## config.mk

```make
export PLATFORM = sky130hd
export DESIGN_NAME = i2s_tx_24
export DESIGN_NICKNAME = d
export VERILOG_FILES = /design/src/rtl/i2s_pkg.sv /design/src/rtl/i2s_bclk_gen.sv /design/src/rtl/i2s_tx_24.sv
export SDC_FILE = /design/constraint.sdc
export NUM_CORES = 1
export LEC_CHECK = 0
export ABC_AREA = 1
export CAP_MARGIN = 20
export CELL_PAD_IN_SITES_DETAIL_PLACEMENT = 1
export CELL_PAD_IN_SITES_GLOBAL_PLACEMENT = 1
export CORE_MARGIN = 1
export CORE_UTILIZATION = 40
export CTS_CLUSTER_DIAMETER = 50
export DETAILED_ROUTE_END_ITERATION = 12
export PLACE_DENSITY = 0.86
export SLEW_MARGIN = 40
export SYNTH_ARGS = -nofsm -noshare
export SYNTH_HDL_FRONTEND = slang
export SYNTH_HIERARCHICAL = 1
export SYNTH_SLANG_ARGS = --single-unit
```

## constraint.sdc

```tcl
create_clock -name clk_i -period 5.07 [get_ports clk_i]
set_clock_uncertainty 0.05 [all_clocks]
set_input_delay 1.014 -clock clk_i [delete_from_list [all_inputs] [get_ports clk_i]]
set_output_delay 1.014 -clock clk_i [all_outputs]
set_load 0.1 [all_outputs]
```

## src/rtl/i2s_pkg.sv

```systemverilog
// Constants and types shared by the I2S transmit and capture sides.
package i2s_pkg;

    localparam int SAMPLE_BITS = 24;
    localparam int SLOT_BITS   = 32;
    localparam int FRAME_BITS  = 64;
    localparam int BIT_CNT_W   = $clog2(FRAME_BITS);
    localparam int SLOT_CNT_W  = $clog2(SLOT_BITS);

    typedef logic signed [SAMPLE_BITS-1:0] sample_t;

    typedef struct packed {
        sample_t left;
        sample_t right;
    } stereo_t;

    // Slot bit 0 is the one-BCLK I2S delay; bits past the sample width are padding.
    function automatic logic slot_carries_data(input logic [SLOT_CNT_W-1:0] k);
        return (k != '0) && (int'(k) <= SAMPLE_BITS);
    endfunction

endpackage

```

## src/rtl/i2s_bclk_gen.sv

```systemverilog
// Bit-clock divider: toggles bclk every HALF_DIV system clocks and flags the
// cycle whose edge produces each rising or falling transition.
module i2s_bclk_gen #(
    parameter int HALF_DIV = 4
) (
    input  logic clk,
    input  logic rst,
    output logic bclk,
    output logic bclk_rise,
    output logic bclk_fall
);

    localparam int               CNT_W    = $clog2(HALF_DIV);
    localparam logic [CNT_W-1:0] CNT_LAST = CNT_W'(HALF_DIV - 1);

    logic [CNT_W-1:0] div_cnt;
    logic             half_done;

    assign half_done = (div_cnt == CNT_LAST);
    assign bclk_rise = half_done && !bclk;
    assign bclk_fall = half_done && bclk;

    always_ff @(posedge clk or posedge rst) begin
        if (rst) begin
            div_cnt <= '0;
            bclk    <= 1'b0;
        end else if (half_done) begin
            div_cnt <= '0;
            bclk    <= ~bclk;
        end else begin
            div_cnt <= div_cnt + 1'b1;
        end
    end

endmodule

```

## src/rtl/i2s_tx_24.sv

```systemverilog
// I2S transmitter for 24-bit stereo samples in 32-bit slots, with a single
// holding register between the valid/ready handshake and the frame shifters.
module i2s_tx_24
    import i2s_pkg::*;
#(
    parameter int HALF_DIV = 4
) (
    input  logic                          clk_i,
    input  logic                          rst_i,
    input  logic signed [SAMPLE_BITS-1:0] left_i,
    input  logic signed [SAMPLE_BITS-1:0] right_i,
    input  logic                          sample_valid_i,
    output logic                          sample_ready_o,
    output logic                          bclk_o,
    output logic                          lrclk_o,
    output logic                          sd_o,
    output logic                          frame_start_o,
    output logic                          underrun_o
);

    localparam logic [BIT_CNT_W-1:0] BIT_LAST = BIT_CNT_W'(FRAME_BITS - 1);

    logic                  bclk_rise;
    logic                  bclk_fall;
    logic                  unused_rise;
    logic [BIT_CNT_W-1:0]  bit_cnt;
    logic [BIT_CNT_W-1:0]  bit_next;
    logic [SLOT_CNT_W-1:0] slot_bit;
    logic                  right_slot;
    logic                  frame_load;
    logic                  accept;
    logic                  hold_full;
    stereo_t               hold;
    stereo_t               shift;

    i2s_bclk_gen #(
        .HALF_DIV (HALF_DIV)
    ) u_bclk_gen (
        .clk       (clk_i),
        .rst       (rst_i),
        .bclk      (bclk_o),
        .bclk_rise (bclk_rise),
        .bclk_fall (bclk_fall)
    );

    // Outputs only move on falls; the rise strobe is there for the capture side.
    assign unused_rise = bclk_rise;

    assign bit_next       = bit_cnt + 1'b1;
    assign slot_bit       = bit_next[SLOT_CNT_W-1:0];
    assign right_slot     = bit_next[BIT_CNT_W-1];
    assign frame_load     = bclk_fall && (bit_cnt == BIT_LAST);
    assign accept         = sample_valid_i && !hold_full;
    assign sample_ready_o = !hold_full;

    always_ff @(posedge clk_i) begin
        if (accept) begin
            hold.left  <= left_i;
            hold.right <= right_i;
        end
    end

    always_ff @(posedge clk_i or posedge rst_i) begin
        if (rst_i) begin
            bit_cnt       <= BIT_LAST;
            lrclk_o       <= 1'b1;
            sd_o          <= 1'b0;
            frame_start_o <= 1'b0;
            underrun_o    <= 1'b0;
            hold_full     <= 1'b0;
            shift         <= '0;
        end else begin
            frame_start_o <= frame_load;
            underrun_o    <= frame_load && !hold_full;

            // A load sees the pre-cycle holding state, so a same-cycle accept lands next frame.
            if (accept) begin
                hold_full <= 1'b1;
            end else if (frame_load) begin
                hold_full <= 1'b0;
            end

            if (bclk_fall) begin
                bit_cnt <= bit_next;
                lrclk_o <= right_slot;
                sd_o    <= 1'b0;
                if (frame_load) begin
                    shift <= hold_full ? hold : '0;
                end else if (slot_carries_data(slot_bit)) begin
                    if (right_slot) begin
                        sd_o        <= shift.right[SAMPLE_BITS-1];
                        shift.right <= shift.right <<< 1;
                    end else begin
                        sd_o       <= shift.left[SAMPLE_BITS-1];
                        shift.left <= shift.left <<< 1;
                    end
                end
            end
        end
    end

endmodule

```

# Word-level counts from Yosys, hierarchy flattened
# Cells that the tools add are included.
[word_totals] out_inout_bits=6 word_cells=42 reg_bits=110 in_bits=51
[classes] n_reduce_logical=12 eq_ne=3 mux=11 n_bitwise=1 order_cmp=1 n_addsub=2
[ops] op="$mux W48" count=3
[ops] op="$mux W24" count=2
[ops] op="$add A6 B1 Y6 const B" count=1
[ops] op="$eq A6 B6 Y1 const B" count=1
[ops] op="$reduce_and A3 Y1" count=2
[ops] op="$reduce_bool A2 Y1" count=3
[ops] op="$le A5 B5 Y1 const B" count=1
[ops] op="$logic_and A1 B1 Y1" count=5
[ops] op="$mux W1" count=5
[ops] op="$reduce_bool A5 Y1" count=1
[ops] op="$add A2 B1 Y2 const B" count=1
[ops] op="$eq A2 B2 Y1 const B" count=1
[ops] op="$mux W2" count=1
[ops] op="$ne A2 B1 Y1 const B" count=1
[ops] op="$logic_not A1 Y1" count=1
[ops] op="$not A1 Y1" count=1

# Longest topological paths before layout
[logic_depth] word_depth=5 depth_mapped=13 mapped_depth_nobuf=11

# By module
# Netlist, hierarchy kept.
[modules_own_cells] module="i2s_tx_24" cells_each=523 area_per_inst_um2=4779.6 instances=1 seq_area_each_um2=2900.3
[modules_own_cells] module="i2s_bclk_gen" cells_each=14 area_per_inst_um2=125.1 instances=1 seq_area_each_um2=75.1

# Worst setup path after synthesis
# No wires, ideal clock.
[synth_timing] path_kind="input port to flip-flop" startpoint="input sample_valid_i" endpoint="register hold[0] (netlist name) (enable)" setup_ns=0.455 cell_stages=2 required_ns=4.565 arrival_time_ns=3.087 path_buffers=0 slack_ns=1.478 path_cell_list="inv_1 -> nor2_1"
[synth_between] elab_chain_len=1
[synth_rtl] item="from (decl)" line_no="i2s_tx_24.sv:12" rtl="input logic sample_valid_i,"
[synth_rtl] item="$logic_and A1 B1 Y1" line_no="i2s_tx_24.sv:53" rtl="assign accept = sample_valid_i && !hold_full;"
[synth_rtl] item="named net accept" line_no="i2s_tx_24.sv:31" rtl="logic accept;"
[synth_rtl] item="to (decl)" line_no="i2s_tx_24.sv:33" rtl="stereo_t hold;"
# The timed path passes the listed nets, and every way through them passes these cells.
# A chain may end at the register's enable or synchronous reset.

# Final worst setup path
[layout_timing] startpoint="register u_bclk_gen.div_cnt[0]" endpoint="register shift[34] (netlist name)"
[layout_between] elab_chain_len=5 word_cells_on_any_way=7 classes_between="eq/ne: 2; mux: 1; reduce/logical: 4"
[layout_rtl] item="from (decl)" line_no="i2s_bclk_gen.sv:16" rtl="logic [CNT_W-1:0] div_cnt;"
[layout_rtl] item="from (signal assigned)" line_no="i2s_bclk_gen.sv:31" rtl="div_cnt <= div_cnt + 1'b1;"
[layout_rtl] item="$eq A2 B2 Y1 (*)" line_no="i2s_bclk_gen.sv:19" rtl="assign half_done = (div_cnt == CNT_LAST);"
[layout_rtl] item="$logic_and A1 B1 Y1 (*)" line_no="i2s_bclk_gen.sv:21" rtl="assign bclk_fall = half_done && bclk;"
[layout_rtl] item="named net bclk_fall" line_no="i2s_tx_24.sv:24" rtl="logic bclk_fall;"
[layout_rtl] item="$logic_and A1 B1 Y1" line_no="i2s_tx_24.sv:52" rtl="assign frame_load = bclk_fall && (bit_cnt == BIT_LAST);"
[layout_rtl] item="$ne A2 B1 Y1 (no line) / $reduce_bool A2 Y1 (equally long branches)"
[layout_rtl] item="$reduce_and A3 Y1 (no line)"
[layout_rtl] item="to (signal assigned)" line_no="i2s_tx_24.sv:88" rtl="shift <= hold_full ? hold : '0;"
[layout_rtl] item="to (decl)" line_no="i2s_tx_24.sv:34" rtl="stereo_t shift;"
# The timed path passes the listed nets; every way through them passes the cells marked *.

==> results.py <==
metrics = {
    "outcome": {
        "status": "finished clean",
    },
    "sta": {
        "fmax_mhz": 308,
        "tightest_slew_ps": 596,
        "period_needed_ps": 3250,
        "rsz0062_at_grt": "false",
        "slew_headroom": 0.602,
        "finalWorstSetupSlack_ps": 1820,
        "hold_viol": 0,
        "setup_viol": 0,
        "timing.final.crit_share": 0.640,
        "finalSetupTns_ps": 0,
        "maxSlewViolCount": 0,
    },
    "route": {
        "first_iter_violations": 150,
        "drt_pass1_iterations": 4,
        "dr_total_vias": 3584,
        "wl_met1_mm": 4.95,
        "drc": 0,
        "avgViaCountPerCell": 4.88,
        "wl_mm": 10.8,
        "wl_met3_um": 222,
        "highest_layer": "met4",
        "final_antenna_net_count": 0,
        "routed-wl-met2_mm": 5.44,
        "post_drt_wl_per_cell_um": 14.7,
    },
    "hold_path": {
        "min_from": "u_bclk_gen/div_cnt[0]",
        "min_path_cells": 1,
        "hold_path.class": "reg2reg",
        "min_to": "u_bclk_gen/div_cnt[0]",
    },
    "cells_and_area": {
        "layout_common_cells": "nand2_1, nand3_1, inv_1",
        "area_growth_pct": 17.0,
        "finalNetCount": 635,
        "layout.cells.non_filler": 734,
        "n_antenna_cell": 0,
        "drive_gt1_frac": 0.0835,
        "final_common_cell": "nand2_1",
        "finalCoreUtilization": 0.479,
        "fillers": 1369,
    },
    "critical_path": {
        "path_class": "reg2reg",
        "cp.arrival_ps": 3440,
        "rr_startpoint": "u_bclk_gen/div_cnt[0]",
        "end_kind": "flop",
        "crit_fanout": 34,
        "worstPathRequired_ps": 5270,
        "startpoint_type": "flop",
        "r2r_slack_ps": 1820,
        "rr_worst_depth": 11,
        "r2r-end": "shift[34]",
    },
    "place": {
        "port_buffers": 56,
        "pre_cts_ws_ps": 1820,
        "place_congestion": 0.739,
        "dp_hpwl_mm": 7.06,
        "dp_cells": 718,
    },
    "grt": {
        "overflow": 0,
        "grt_pass1_vias": 3877,
        "grt_pass1_wl_mm": 18.3,
        "grt_max_degree": 49,
        "grt_util_all_layers": 0.185,
        "antenna_found_initial": 0,
    },
    "clock_network": {
        "ctsHtreeMaxLevel": 3,
        "clk_pin_slew_ps": 80,
        "postCtsHoldBufs": 0,
        "cts_buffers": 9,
        "cts_resized": 0,
        "cts_tree": "yes",
        "cts-root-buf": "clkbuf_16",
        "cts.sinks": 109,
        "clock_path_buffers": 2,
        "cts_setup_buffers": 0,
        "clk_latency_ps": 360,
    },
    "floorplanning": {
        "initial_core_util": 0.410,
        "core-area_sq_um": 12000,
        "die_w_um": 113,
        "design.die.area_sq_um": 12700,
        "num_rows": 40,
        "die_h_um": 113,
        "ios": 57,
    },
    "yosys": {
        "synth_nets": 589,
        "ys.warnings.count": 6,
        "synthCells": 536,
        "avgSynthCellArea_sq_um": 9.14,
        "synthesis.area_sq_um": 4900,
    },
    "pwr": {
        "total_power_uw": 1620,
        "p_leak_uw": 0.00292,
        "powerDensity_nw_per_um2": 283,
        "ir_drop_v": 0.000136,
    },
    "job": {
        "cap_violations": 0,
    },
}
==> worst max-delay path by stage <==
| stage | start | to | slack [ps] |
|---|---|---|---|
| floorplan | sample_valid_i | hold[0] | 1480 |
| detailed placement | u_bclk_gen/div_cnt[0] | shift[41] | 1820 |
| global route | u_bclk_gen/div_cnt[0] | shift[34] | 1530 |
| global placement | u_bclk_gen/div_cnt[0] | shift[32] | 2030 |
| CTS | u_bclk_gen/div_cnt[0] | shift[34] | 1800 |
| finish | u_bclk_gen/div_cnt[0] | shift[34] | 1820 |
==> final cells by class <==
class | instances | area [sq um] | area share
repair buffers | 60 | 561 | 0.0978
inverters | 70 | 268 | 0.0467
clock inverters | 5 | 27.5 | 0.00480
clock buffers | 11 | 233 | 0.0406
flip-flops and latches | 109 | 2980 | 0.519
multi-input cells | 332 | 1490 | 0.259
well taps | 147 | 184 | 0.0321
==> where the power goes <==
group | switching, uW | internal [uW]
registers | 0 | 922
logic | 15.2 | 33.8
clock network | 318 | 331
==> registers in the layout, indices dropped and copies added, names as in the netlist <==
| register | cells |
|---|---|
| bit_cnt | 5 |
| frame_start_o | 1 |
| hold | 48 |
| hold_full | 1 |
| lrclk_o | 1 |
| sd_o | 1 |
| shift | 48 |
| u_bclk_gen/bclk | 1 |
| u_bclk_gen/div_cnt | 2 |
| underrun_o | 1 |
==> metrics by stage <==
stage	hold WS, ps	instance area, sq um
5_1_grt	433	5730
6_report	417	5730
3_5_place_dp	411	5470
2_1_floorplan	353	4900
4_1_cts	419	5730
3_3_place_gp	361	5500
==> metal layers <==
| metal | vias up | global-route usage |
|---|---|---|
| met3 | 15 | 0.0257 |
| met4 | 0 | 0.0800 |
| met5 | - | 0 |
| met2 | 42 | 0.327 |
| li1 | 1760 | - |
| met1 | 1767 | 0.226 |
==> critical path: stages (launching register included) <==
cell and delay, ps:
dfrtp_1 370, ha_1 220, nand2_1 70, inv_1 260, nand2_4 120, nor2_8 400, nand2_2 460, buf_4 400
nand2_2 340, inv_2 240, nand2_1 130, nand2_1 60
(Power assumes the default switching activity.)
